--- src/rtl/noc_pkg.sv ---
// Shared NoC router definitions: port indices, one-hot directions,
// and flit destination field extraction.
package noc_pkg;

    typedef enum logic [2:0] {
        P_N = 3'd0,
        P_S = 3'd1,
        P_E = 3'd2,
        P_W = 3'd3,
        P_L = 3'd4
    } port_e;

    localparam logic [4:0] DIR_NONE = 5'b00000;
    localparam logic [4:0] DIR_N    = 5'b00001;
    localparam logic [4:0] DIR_S    = 5'b00010;
    localparam logic [4:0] DIR_E    = 5'b00100;
    localparam logic [4:0] DIR_W    = 5'b01000;
    localparam logic [4:0] DIR_L    = 5'b10000;

    // Flits are zero-extended to 64 bits; coordinates up to 16 bits wide.
    function automatic logic [15:0] dest_x(input logic [63:0] flit,
                                           input int unsigned cw);
        logic [63:0] mask;
        mask = (64'd1 << cw) - 64'd1;
        return 16'((flit >> cw) & mask);
    endfunction

    function automatic logic [15:0] dest_y(input logic [63:0] flit,
                                           input int unsigned cw);
        logic [63:0] mask;
        mask = (64'd1 << cw) - 64'd1;
        return 16'(flit & mask);
    endfunction

endpackage

--- src/rtl/xy_route_calc.sv ---
// Dimension-ordered XY routing: resolve X first, then Y, else eject locally.
module xy_route_calc
    import noc_pkg::*;
#(
    parameter int CW = 2
) (
    input  logic [CW-1:0] dx,
    input  logic [CW-1:0] dy,
    input  logic [CW-1:0] cx,
    input  logic [CW-1:0] cy,
    output logic [4:0]    dir
);

    always_comb begin
        dir = DIR_L;
        priority case (1'b1)
            (dx > cx): dir = DIR_E;
            (dx < cx): dir = DIR_W;
            (dy > cy): dir = DIR_N;
            (dy < cy): dir = DIR_S;
            default:   dir = DIR_L;
        endcase
    end

endmodule

--- src/rtl/noc_input_port.sv ---
// Router input port: flit FIFO feeding a head register with a
// registered one-hot XY route request toward the switch arbiter.
module noc_input_port
    import noc_pkg::*;
#(
    parameter int FLIT_W = 32,
    parameter int CW     = 2,
    parameter int DEPTH  = 4,
    parameter int CUR_X  = 0,
    parameter int CUR_Y  = 0
) (
    input  logic              clk,
    input  logic              rst,
    input  logic [FLIT_W-1:0] flit_i,
    input  logic              valid_i,
    output logic              ready_o,
    output logic [4:0]        req_port_addr_o,
    input  logic              grant_i,
    output logic [FLIT_W-1:0] flit_o
);

    localparam int PW = $clog2(DEPTH);
    localparam logic [PW:0]   FULL = (PW+1)'(DEPTH);
    localparam logic [CW-1:0] CX = CW'(CUR_X);
    localparam logic [CW-1:0] CY = CW'(CUR_Y);

    logic [FLIT_W-1:0] mem [DEPTH];
    logic [PW-1:0]     wr_ptr;
    logic [PW-1:0]     rd_ptr;
    logic [PW:0]       count;
    logic              head_valid;
    logic [FLIT_W-1:0] head_flit;
    logic [4:0]        head_req;

    logic              push;
    logic              pop;
    logic              load;
    logic [FLIT_W-1:0] fifo_out;
    logic [CW-1:0]     dx;
    logic [CW-1:0]     dy;
    logic [4:0]        route;

    assign ready_o  = !rst && (count < FULL);
    assign push     = valid_i && ready_o;
    assign pop      = grant_i && (head_req != DIR_NONE);
    assign load     = (!head_valid || pop) && (count != '0);
    assign fifo_out = mem[rd_ptr];
    assign dx       = CW'(dest_x(64'(fifo_out), CW));
    assign dy       = CW'(dest_y(64'(fifo_out), CW));

    assign req_port_addr_o = head_req;
    assign flit_o          = head_flit;

    // Route is computed on the FIFO output so it registers with the flit.
    xy_route_calc #(.CW(CW)) u_route (
        .dx (dx),
        .dy (dy),
        .cx (CX),
        .cy (CY),
        .dir(route)
    );

    always_ff @(posedge clk) begin
        if (push) begin
            mem[wr_ptr] <= flit_i;
        end
    end

    always_ff @(posedge clk) begin
        if (rst) begin
            wr_ptr     <= '0;
            rd_ptr     <= '0;
            count      <= '0;
            head_valid <= 1'b0;
            head_flit  <= '0;
            head_req   <= DIR_NONE;
        end else begin
            if (push) begin
                wr_ptr <= wr_ptr + 1'b1;
            end
            unique case ({push, load})
                2'b10:   count <= count + 1'b1;
                2'b01:   count <= count - 1'b1;
                default: count <= count;
            endcase
            if (load) begin
                rd_ptr     <= rd_ptr + 1'b1;
                head_valid <= 1'b1;
                head_flit  <= fifo_out;
                head_req   <= route;
            end else if (pop) begin
                head_valid <= 1'b0;
                head_req   <= DIR_NONE;
            end
        end
    end

endmodule

--- config.mk ---
export PLATFORM = sky130hd
export DESIGN_NAME = noc_input_port
export DESIGN_NICKNAME = d
export VERILOG_FILES = /design/src/rtl/noc_pkg.sv /design/src/rtl/xy_route_calc.sv /design/src/rtl/noc_input_port.sv
export SDC_FILE = /design/constraint.sdc
export NUM_CORES = 1
export LEC_CHECK = 0
export ABC_AREA = 1
export BUFFER_PORTS_ARGS = -buffer_cell sky130_fd_sc_hd__buf_2
export CORE_AREA = 2 2 138 140
export DETAILED_ROUTE_END_ITERATION = 12
export DIE_AREA = 0 0 140 142
export GPL_TIMING_DRIVEN = 0
export PLACE_DENSITY = 0.59
export SETUP_SLACK_MARGIN = 0.1
export SYNTH_ARGS = -nofsm -noshare
export SYNTH_HDL_FRONTEND = slang
export SYNTH_SLANG_ARGS = --single-unit
export TNS_END_PERCENT = 50
--- constraint.sdc ---
create_clock -name clk -period 5 [get_ports clk]
set_input_delay 1 -clock clk [delete_from_list [all_inputs] [get_ports clk]]
set_output_delay 1 -clock clk [all_outputs]
set_load 0.03 [all_outputs]
# Word level (Yosys, flattened, before mapping)
# Memories as Yosys holds them, arrays and structs flattened. A register that Yosys moved wholly into a read port is not among the register bits.
# Cells that the tools add are included.
[op_classes] n_addsub=4 n_mul=0 n_div=0 n_lt_le_gt_ge=5 n_eq_ne=2 n_shift=0 n_mux=13 n_bitwise=0 n_reduce_logical=11
[ops] cell="5-bit 2-to-1 mux" count=6
[ops] cell="3-bit one-hot mux with 2 select lines" count=1
[ops] cell="5-bit nonzero test" count=1
[ops] cell="2-bit by 1-bit adder with 2-bit output (second input constant)" count=2
[ops] cell="2-bit by 1-bit > comparator with 1-bit output (second input constant)" count=2
[ops] cell="1-bit logical AND" count=4
[ops] cell="2-bit by 1-bit less-than comparator with 1-bit output (second input constant)" count=2
[ops] cell="1-bit 2-to-1 mux" count=4
[ops] cell="2-bit 2-to-1 mux" count=2
[ops] cell="2-bit nonzero test" count=2
[ops] cell="3-bit by 1-bit adder with 3-bit output (second input constant)" count=1
[ops] cell="3-bit less-than comparator (second input constant)" count=1
[ops] cell="3-bit nonzero test" count=1
[ops] cell="3-bit by 1-bit subtractor with 3-bit output (second input constant)" count=1
[ops] cell="2-bit by 1-bit == test with 1-bit output (second input constant)" count=1
[ops] cell="2-bit == test (second input constant)" count=1
[ops] cell="1-bit zero test" count=2
[ops] cell="1-bit logical OR" count=1
[word_totals] reg_bits=45 latch_bits=0 ram_bits=128 romBits=0 inputBits=36 out_inout_bits=38 elab_cells=42 memories=1
[memory_table] memory="mem" depth=4 word_bits=32 rd=1 rd_clocked_by_memory_dff=1 write_ports=1 line_no="noc_input_port.sv:27" rtl="logic [FLIT_W-1:0] mem [DEPTH];"

# Logic depth before layout (Yosys ltp)
# Gate-level depths: netlist (run 1).
[logic_depth] word_depth=6 ltp_mapped=12 depth_no_buf=11

# Hierarchy
# From an unflattened synthesis (run 1), not the netlist that was laid out.
[unflattened] cells_unflattened=774 area_unflattened_um2=7457.2
[modules_own_cells] module="noc_input_port" instances=1 cells_per_inst=746 area_per_inst_um2=7312.0 seq_area_each_um2=4784.6
[modules_own_cells] module="xy_route_calc" instances=1 cells_per_inst=28 area_per_inst_um2=145.1 seq_area_each_um2=0.0

# Worst setup path after synthesis (run 1)
# OpenSTA, ideal clock, no wires.
[synth_timing] path_kind="input port to flip-flop" from="input rst" to="memory mem[0][0] (enable)" setup_ns=0.421 arrival_time_ns=3.309 required_ns=4.579 setup_slack_ns=1.270 stages=4 n_path_buf=1 path_cell_list="buf_2 nor2_1 nand2_1 nor2_1"
[synth_between] elab_chain_len=5
[synth_rtl] element="start: declaration" line_no="noc_input_port.sv:13" rtl="input logic rst,"
[synth_rtl] element="1-bit zero test" line_no="noc_input_port.sv:43" rtl="assign ready_o = !rst && (count < FULL);"
[synth_rtl] element="1-bit logical AND" line_no="noc_input_port.sv:43"
[synth_rtl] element="net ready_o" line_no="noc_input_port.sv:16" rtl="output logic ready_o,"
[synth_rtl] element="1-bit logical AND" line_no="noc_input_port.sv:44" rtl="assign push = valid_i && ready_o;"
[synth_rtl] element="1-bit 2-to-1 mux" line_no="noc_input_port.sv:64" rtl="if (push) begin"
[synth_rtl] element="1-bit 2-to-1 mux (implied by the code)" line_no="noc_input_port.sv:65" rtl="mem[wr_ptr] <= flit_i;"
[synth_rtl] element="end: declaration" line_no="noc_input_port.sv:27"
# The timed path passes the listed nets, and every way through them passes these cells.

# Final worst setup path (run 1)
[layout_timing] from="input rst" to="output ready_o"
[layout_between] elab_chain_len=2
[layout_rtl] element="1-bit zero test" line_no="noc_input_port.sv:43"
[layout_rtl] element="1-bit logical AND" line_no="noc_input_port.sv:43"
[layout_rtl] element="end: declaration" line_no="noc_input_port.sv:16"
# No other way between the ends.

==> impl_metrics.yaml, run 1 <==
hold_path:
  hold_path.class: "flop to flop"
  min_to: "req_port_addr_o[0]"
  min_from: "req_port_addr_o[0]"
  whs_path_depth: 2
power_and_ir_drop:
  p_per_area_mw_per_mm2: 641
  p_leak_nw: 2.96
  irDropWorstVdd_mv: 0.314
timing:
  final_hold_viol_count: 0
  setup_viol: 0
  setup_tns_ns: 0
  fmax_ghz: 0.388
  slew_headroom: 0.567
  slew_violations: 0
  rsz0062_at_grt: "no"
  fin_worst_skew_ns: 0.0105
  finalCriticalPeriod_ns: 2.58
  worstMarginPinSlew_ns: 0.648
  finalCritPeriodShare: 0.516
  setup_ws_ns: 2.42
drt:
  dr.pass1.iters: 9
  vias: 4202
  wl_mm: 15.0
  ant_nets: 0
  drt_iter0_markers: 378
  wl_per_cell_um: 17.2
  drc: 8
  vias_per_cell: 4.80
clocking:
  cts_tree: "yes"
  postCtsHoldBufs: 0
  path_clk_slew_ns: 0.06
  cts_buffers: 17
  post_cts_buffers: 0
  h-tree-depth: 4
  clock_latency_ns: 0.43
  cts.sinks: 173
  post_cts_resize_count: 0
  clock-root-buffer: "clkbuf_16"
  cts.path.max_buffers: 2
status:
  violations: "design-rule violations"
  outcome: "finished, violations left"
floorplan:
  die_y_um: 142
  fp-row-count: 50
  die_x_um: 140
  start_util: 0.352
  pin_count: 74
  core_mm2: 0.0185
  dieArea_mm2: 0.0199
global_routing:
  use_met1: 0.191
  grt_pass1_vias: 4366
  grt_first_pass_wirelength_mm: 23.5
  grt.busiest_layer: "met2"
  track_usage: 0.157
  grt_overflow_total: 0
  grt_use_met2: 0.270
  globalRouteMet3Util: 0.0478
  grt_max_degree: 20
  antenna_found_initial: 4
place:
  gp_congestion: 0.734
  io_buffers: 70
  place_ws_ns: 2.08
  dp_hpwl_mm: 9.70
cells_and_area:
  syn_to_final_growth_pct: 21.9
  final_common_cell: "edfxtp_1"
  nets: 669
  post-route-util: 0.429
  fillerInstances: 1666
  drive_gt1_frac: 0.219
  layout_common_cells: "edfxtp_1 (128), nor2_1 (119), buf_2 (83), o21ai_0 (72), dfxtp_1 (45)"
worst_setup_path:
  max_stage_delay_ns: 0.23
  worstPathArrival_ns: 1.58
  worstPathMaxFanout: 9
  critPathLaunchType: "input port"
  crit_top_cell: "buf_2"
  path_class: "input port to primary output"
  worstPathRequired_ns: 4.00
  rr_worst_depth: 12
  end_kind: "primary output"
  rrSetupSlack_ns: 2.73
  crit_chain: "buf_2, nor2_1, buf_2"
  crit_path_top_delay_cell: "buf_2"
  r2r_end: "count[2]"
  rr_startpoint: "req_port_addr_o[4]"
synthesis:
  syn_inst: 533
  yosys_warnings: 0
  ys_seq_area_frac: 0.730
  netlist_area_mm2: 0.00650
  synth_top_area_cell: "edfxtp_1"
  ys_seq_elements: 173
  ys_types: 28
  synth_area_leaders: "edfxtp_1 (59%), dfxtp_1 (14%), nor2_1 (7.1%)"
  syn_area_per_cell_um2: 12.2
  synth_top_area_frac: 0.591
job:
  drv_cap: 0
-- how the worst max path moves through the flow --
| stage | from | to | slack [ns] | depth (start not counted) |
|---|---|---|---|---|
| floorplan | rst | mem[0][0] | 1.27 | 4 |
| CTS | rst | ready_o | 2.41 | 3 |
| finish | rst | ready_o | 2.42 | 3 |
| global route | rst | ready_o | 2.34 | 3 |
| global placement | rst | mem[0][5] | 0.39 | 4 |
| detailed placement | rst | count[2] | 2.08 | 10 |
-- synth_stat cells --
| cell | instances |
|---|---|
| o21ai_1 | 21 |
| o22ai_1 | 28 |
| xor2_1 | 2 |
| ha_1 | 5 |
| nand3_1 | 10 |
| fa_1 | 1 |
| clkbuf_1 | 8 |
| buf_2 | 13 |
| buf_6 | 4 |
| inv_1 | 12 |
| clkbuf_2 | 1 |
| a21oi_1 | 14 |
| inv_4 | 1 |
| a21oi_2 | 1 |
| dfxtp_1 | 45 |
| buf_4 | 6 |
| nor2_1 | 123 |
| edfxtp_1 | 128 |
| nand2_2 | 1 |
| o21ai_0 | 72 |
| nand2_1 | 29 |
| nor3_1 | 1 |
| nor2_2 | 1 |
| nor3_4 | 1 |
| inv_2 | 2 |
| nand2_4 | 1 |
| conb_1 | 1 |
| a21oi_4 | 1 |
-- layout make-up --
class,count,area (um^2),share of cell area
diodes,1,2.50,0.000316
well taps,234,293,0.0370
clock inverters,12,196,0.0248
repair buffers,74,460,0.0581
inverters,15,58.8,0.00742
plain buffers,32,190,0.0240
flip-flops and latches,173,4740,0.599
clock buffers,20,437,0.0551
multi-input cells,314,1540,0.194
-- metrics by stage --
stage / hold slack, ns / power [mW] / area [um^2] / instances
2_1_floorplan: 0.454 / 3.12 / 6500 / 534
3_3_place_gp: 0.466 / 3.66 / 7150 / 838
3_5_place_dp: 0.489 / 3.71 / 7290 / 842
4_1_cts: 0.503 / 5.12 / 7920 / 874
5_1_grt: 0.514 / 5.37 / 7920 / 874
6_report: 0.502 / 5.08 / 7920 / 875
-- registers in the layout, indices dropped and copies added, names as in the netlist, named ones only --
register,cells
flit_o,32
req_port_addr_o,3
mem,128
head_valid,1
wr_ptr,2
count,3
rd_ptr,2
-- cell families after synthesis --
logic type,after synthesis,share of synthesized area
flops,173,0.730
simple gates,167,0.102
compound gates,137,0.113
buf+inv,47,0.0383
xor+xnor,2,0.00270
other cells,1,0.000577
fa+ha+maj,6,0.0127
-- critical path, delay by kind of cell --
family	cells	cell delay, ns
and+or+nand+nor	1	0.18
buffers and inverters	2	0.39
-- power breakdown --
part	switching, mW	total [mW]	internal [mW]	leakage, nW
Sequential	0.108	1.88	1.77	1.53
Combinational	1.25	1.79	0.541	1.12
Clock	0.530	1.41	0.885	0.300
Total	1.88	5.08	3.20	2.96
-- layer usage --
layer / wire length (um) / up-vias
li1: - / 2072
met1: 6310 / 2006
met2: 7510 / 96
met3: 985 / 24
met4: 224 / 4
met5: 24 / -
Power figures use the tool's default switching activity.
==> run 2, diff against run 1 <==
--- a/config.mk
+++ b/config.mk
@@ -5,11 +5,11 @@
 export SDC_FILE = /design/constraint.sdc
 export NUM_CORES = 1
 export LEC_CHECK = 0
-export ABC_AREA = 1
+export ABC_AREA = 0
 export BUFFER_PORTS_ARGS = -buffer_cell sky130_fd_sc_hd__buf_2
-export CORE_AREA = 2 2 138 140
+export CORE_AREA = 2 2 139 141
 export DETAILED_ROUTE_END_ITERATION = 12
-export DIE_AREA = 0 0 140 142
+export DIE_AREA = 0 0 141 143
 export GPL_TIMING_DRIVEN = 0
 export PLACE_DENSITY = 0.59
 export SETUP_SLACK_MARGIN = 0.1
==> constraint.sdc (replaced) <==
create_clock -name clk -period 2.4 [get_ports clk]
set_input_delay 0.48 -clock clk [delete_from_list [all_inputs] [get_ports clk]]
set_output_delay 0.48 -clock clk [all_outputs]
set_load 0.03 [all_outputs]
==> impl_metrics.yaml, run 2 <==
synthesis:
  netlist_area_mm2: 0.00666
  synth_top_area_frac: 0.577
  synth_top_area_cell: "edfxtp_1"
  synth_edf_count: 128
  yosys_warnings: 0
  ys_types: 35
  ys_seq_elements: 173
  syn_area_per_cell_um2: 16.8
  synth.most_common_cell: "edfxtp_1"
  synth_area_leaders: "edfxtp_1 (58%), dfxtp_1 (14%), mux4_2 (11%)"
  async_flop_share: 0
  ys.flop_type: "edfxtp_1"
  ys_seq_area_frac: 0.713
  syn_inst: 397
  yosys-top-cells-count: "edfxtp_1 (128), dfxtp_1 (45), a21oi_1 (38)"
clocking:
  path_clk_slew_ns: 0.07
  postCtsHoldBufs: 0
  cts.sinks: 173
  clock_latency_ns: 0.43
  cts_buffers: 17
  cts_tree: "yes"
  h-tree-depth: 4
  clock-root-buffer: "clkbuf_16"
  cts.path.max_buffers: 2
cells_and_area:
  layout_common_cells: "edfxtp_1 (128), buf_2 (74), dfxtp_1 (44), a21oi_1 (37), o31ai_1 (35)"
  syn_to_final_growth_pct: 19.8
  final_common_cell: "edfxtp_1"
  fillerInstances: 1648
  top_register: "mem"
  instances_no_fill: 739
  regArea_mm2: 0.00475
  diodes: 0
  multiInputGateArea_mm2: 0.00173
  drive_gt1_frac: 0.307
  largest_reg_flops: 128
  nets: 534
worst_setup_path:
  worstPathMaxFanout: 10
  worstPathRequired_ns: 2.74
  path_delay_family: "adder cells"
  rr_startpoint: "count[0]"
  rr_worst_depth: 9
  rrSetupSlack_ns: 0.21
  r2r_end: "count[2]"
  worstPathArrival_ns: 2.53
  path_buf_inv: 2
  end_kind: "flop"
  crit_path_top_delay_cell: "dfxtp_1"
  max_stage_delay_ns: 0.39
  path_class: "flop to flop"
  crit_chain: "nor3_1, buf_2, a21oi_2, ha_1, inv_1, fa_1, xor2_1, or3_1, a21oi_1"
  critPathLaunchType: "flop"
drt:
  wl_mm: 14.7
  ant_nets: 0
  drc: 0
  wl_per_cell_um: 19.8
  vias: 3928
  vias_per_cell: 5.32
  dr.pass1.iters: 5
  drt_iter0_markers: 338
hold_path:
  whs_path_depth: 1
  min_to: "mem[1][14]"
  min_from: "flit_i[14]"
  hold_path.class: "input port to flop"
floorplan:
  start_util: 0.358
  die_x_um: 141
  core_mm2: 0.0186
  pin_count: 74
  dieArea_mm2: 0.0202
  die_y_um: 143
  fp-row-count: 50
timing:
  finalCriticalPeriod_ns: 2.19
  fmax_ghz: 0.457
  worstMarginPinSlew_ns: 0.815
  rsz0062_at_grt: "no"
  setup_viol: 0
  finalCritPeriodShare: 0.911
  slew_headroom: 0.455
  fin_worst_skew_ns: 0.0107
  holdWs_ns: 0.262
  slew_violations: 0
  final_hold_viol_count: 0
place:
  gp_congestion: 0.775
  io_buffers: 70
  dp_hpwl_mm: 9.70
  numPlacedInstances: 706
power_and_ir_drop:
  power_frac_comb: 0.320
  p_per_area_mw_per_mm2: 1210
  irDropWorstVdd_mv: 0.693
  p_sw_frac: 0.350
  power_frac_seq: 0.403
  internal_power_mw: 6.29
  p_leak_nw: 2.72
  switchingPower_mw: 3.39
  clkPwrFrac: 0.277
job:
  drv_cap: 0
global_routing:
  antenna_found_initial: 0
  grt_pass1_vias: 4077
  grt_max_degree: 24
  track_usage: 0.153
  grt_first_pass_wirelength_mm: 22.7
  grt_overflow_total: 0
status:
  outcome: "finished clean"
-- run 2: cell types whose count changed after synthesis, sizes merged, moves of 13 or more --
cell / before / now
a21oi: 16 / 38
clkbuf: 9 / 22
mux4: 0 / 32
nand2: 31 / 1
nand4: 0 / 33
nor2: 124 / 6
o21ai: 93 / 1
o22ai: 28 / 1
o31ai: 0 / 35
-- run 2: timing repair --
item,in CTS,in global routing
endpoints found under the hold margin,0,0
setup endpoints to repair,2,1
gates resized for setup,2,2
buffers inserted,1,0
-- run 2: how the worst max path moves through the flow --
stage	start	end	slack [ns]	cells past startpoint
floorplan	req_port_addr_o[4]	count[2]	0.11	8
global placement	rst	mem[0][15]	-0.76	3
detailed placement	count[2]	count[2]	-0.17	9
CTS	count[2]	count[2]	0.12	9
global route	count[0]	count[2]	0.12	9
finish	count[0]	count[2]	0.21	9
-- run 2: worst register-to-register path, stage by stage (launching register included) --
cell and delay (ns):
dfxtp_1 0.39, nor3_1 0.09, buf_2 0.20, a21oi_2 0.16, ha_1 0.21, inv_1 0.06, fa_1 0.37, xor2_1 0.16
or3_1 0.32, a21oi_1 0.15
-- run 2: cell families (layout without fill, tap and decap cells) --
| group | count (synthesis) | count (layout) | share of synthesized area |
|---|---|---|---|
| DFF | 173 | 173 | 0.713 |
| AOI/OAI and AO/OA | 81 | 81 | 0.0793 |
| and+or+nand+nor | 56 | 56 | 0.0530 |
| buffers and inverters | 45 | 152 | 0.0299 |
| muxes | 32 | 32 | 0.108 |
| adders and majority gates | 6 | 6 | 0.0124 |
| xor gates and xnor gates | 3 | 3 | 0.00395 |
| other | 1 | 2 | 0.000563 |
-- run 2: power groups by stage --
stage / Sequential (mW) / Clock (mW) / Combinational, mW
finish: 3.90 / 2.68 / 3.10
global route: 3.94 / 2.86 / 3.34
CTS: 3.90 / 2.72 / 3.11
detailed placement: 3.95 / 0 / 3.06
global placement: 3.95 / 0 / 2.96
floorplan: 4.33 / 0 / 1.75
-- run 2: cell type report --
type	count	share of cell area
inverters	8	0.00376
flip-flops and latches	173	0.595
well taps	234	0.0367
clock inverters	12	0.0173
multi-input cells	180	0.216
plain buffers	37	0.0213
clock buffers	20	0.0547
repair buffers	75	0.0549
-- run 2: layer usage --
layer	part of all wire	vias up	track usage
met3	0.056	20	0.0466
met2	0.48	124	0.242
met4	0.011	0	0.0458
met5	0	-	0
met1	0.45	1995	0.205
li1	-	1789	-
-- run 2: per-stage QoR --
stage               utilization  setup slack [ns]  instance area, um^2  power (mW)  TNS, ns
finish                    0.429             0.213                 7980        9.68        0
global route              0.429             0.119                 7980        10.1        0
CTS                       0.429             0.122                 7980        9.73        0
detailed placement        0.398            -0.172                 7390        7.02   -0.172
global placement          0.393            -0.755                 7300        6.91   -94.72
floorplan                     -             0.114                 6660        6.08        0
==> run 3, diff against run 2 <==
--- a/config.mk
+++ b/config.mk
@@ -12,6 +12,7 @@
 export DIE_AREA = 0 0 141 143
 export GPL_TIMING_DRIVEN = 0
 export PLACE_DENSITY = 0.59
+export RECOVER_POWER = 25
 export SETUP_SLACK_MARGIN = 0.1
 export SYNTH_ARGS = -nofsm -noshare
 export SYNTH_HDL_FRONTEND = slang
==> impl_metrics.yaml, run 3 (synthesis results as in run 2) <==
status:
  outcome: "finished clean"
worst_setup_path:
  rr_worst_depth: 9
  crit_path_top_delay_cell: "dfxtp_1"
  rrSetupSlack_ns: 0.21
  max_stage_delay_ns: 0.39
  critPathLaunchType: "flop"
  worstPathArrival_ns: 2.53
  worstSetupStartpoint: "count[0]"
  worstPathMaxFanout: 10
  path_class: "flop to flop"
  end_kind: "flop"
  crit_chain: "nor3_1, buf_2, a21oi_2, ha_1, inv_1, fa_1, xor2_1, or3_1, a21oi_1"
  r2r_end: "count[2]"
  worstPathRequired_ns: 2.74
  rr_startpoint: "count[0]"
drt:
  wl_per_cell_um: 19.9
  drc: 0
  drt_iter0_markers: 336
  wl_mm: 14.7
  dr.pass1.iters: 4
  vias: 3880
  ant_nets: 0
  vias_per_cell: 5.25
timing:
  finalCritPeriodShare: 0.912
  final_hold_viol_count: 0
  fmax_ghz: 0.457
  finalCriticalPeriod_ns: 2.19
  slew_violations: 0
  setup_viol: 0
  slew_headroom: 0.488
  holdWs_ns: 0.274
  worstMarginPinSlew_ns: 0.767
  fin_worst_skew_ns: 0.0100
  rsz0062_at_grt: "no"
clocking:
  h-tree-depth: 4
  cts.sinks: 173
  cts_tree: "yes"
  clock_latency_ns: 0.43
  path_clk_slew_ns: 0.06
  cts_buffers: 17
  cts.path.max_buffers: 2
  clock-root-buffer: "clkbuf_16"
power_and_ir_drop:
  irDropWorstVdd_mv: 0.693
  p_per_area_mw_per_mm2: 1220
  power_mw: 9.67
  p_leak_nw: 2.66
place:
  dp_hpwl_mm: 9.70
  gp_congestion: 0.775
  io_buffers: 70
floorplan:
  die_x_um: 141
  die_y_um: 143
  fp-row-count: 50
  dieArea_mm2: 0.0202
  pin_count: 74
  core_mm2: 0.0186
  start_util: 0.358
cells_and_area:
  nets: 534
  syn_to_final_growth_pct: 19.4
  layout_common_cells: "edfxtp_1 (128), buf_2 (51), clkbuf_1 (47), dfxtp_1 (44), a21oi_1 (37)"
  top_register: "mem"
  drive_gt1_frac: 0.261
  diodes: 0
  final_common_cell: "edfxtp_1"
  largest_reg_flops: 128
global_routing:
  grt_first_pass_wirelength_mm: 22.7
  track_usage: 0.153
  antenna_found_initial: 0
  grt_overflow_total: 0
  grt_max_degree: 24
  grt_pass1_vias: 4077
hold_path:
  whs_path_depth: 1
  min_from: "flit_i[1]"
  hold_path.class: "input port to flop"
  min_to: "mem[2][1]"
job:
  drv_cap: 0
## run 3: changes by cell type in the layout (fill, tap and decap cells not counted)
cell      delta
clkbuf_1    +23
buf_2       -23
## run 3: where the power goes
part	internal (mW)	total, mW	switching [mW]
combinational	1.10	3.09	1.99
sequential	3.64	3.90	0.260
clock	1.54	2.69	1.14
## run 3: routing by layer
layer	global-route usage	share of wire
met1	0.205	0.46
met2	0.242	0.48
met3	0.0466	0.055
met4	0.0458	0.011
met5	0	0
## run 3: worst max-delay path: cells and delay by family (launching register included)
family,cells,cell delay [ns]
buffers and inverters,2,0.26
XOR/XNOR,1,0.16
flip-flops,1,0.39
AO/OA/AOI/OAI,2,0.31
AND/OR/NAND/NOR,2,0.40
adder cells (fa/ha/maj),2,0.58
## run 3: area by class of cell
| cell class | count | area [um^2] |
|---|---|---|
| fillers | 1654 | 10600 |
| flip-flops and latches | 173 | 4750 |
| multi-input cells | 180 | 1730 |
| clock buffers | 20 | 437 |
| repair buffers | 75 | 409 |
| well taps | 234 | 293 |
| plain buffers | 37 | 170 |
| clock inverters | 12 | 138 |
| inverters | 8 | 30.0 |
## run 3: what timing repair did
item,CTS,global route
hold buffers,0,0
gates cloned,0,0
endpoints found under the setup margin,2,1
hold endpoints to repair,0,0
pin swaps,0,0
buffers inserted,1,0
resized for setup,2,2
## run 3: worst max-delay path by stage
| stage | to | slack [ns] |
|---|---|---|
| global route | count[2] | 0.12 |
| CTS | count[2] | 0.12 |
| floorplan | count[2] | 0.11 |
| global placement | mem[0][15] | -0.76 |
| detailed placement | count[2] | -0.17 |
| finish | count[2] | 0.21 |
## run 3: metrics by stage
stage                util  instance area, um^2  worst slack [ns]  std cells  setup TNS (ns)
detailed placement  0.398                 7390            -0.172        706          -0.172
floorplan               -                 6660             0.114        398               0
global route        0.428                 7950             0.119        739               0
global placement    0.393                 7300            -0.755        702          -94.72
finish              0.428                 7950             0.212        739               0
CTS                 0.429                 7980             0.122        739               0
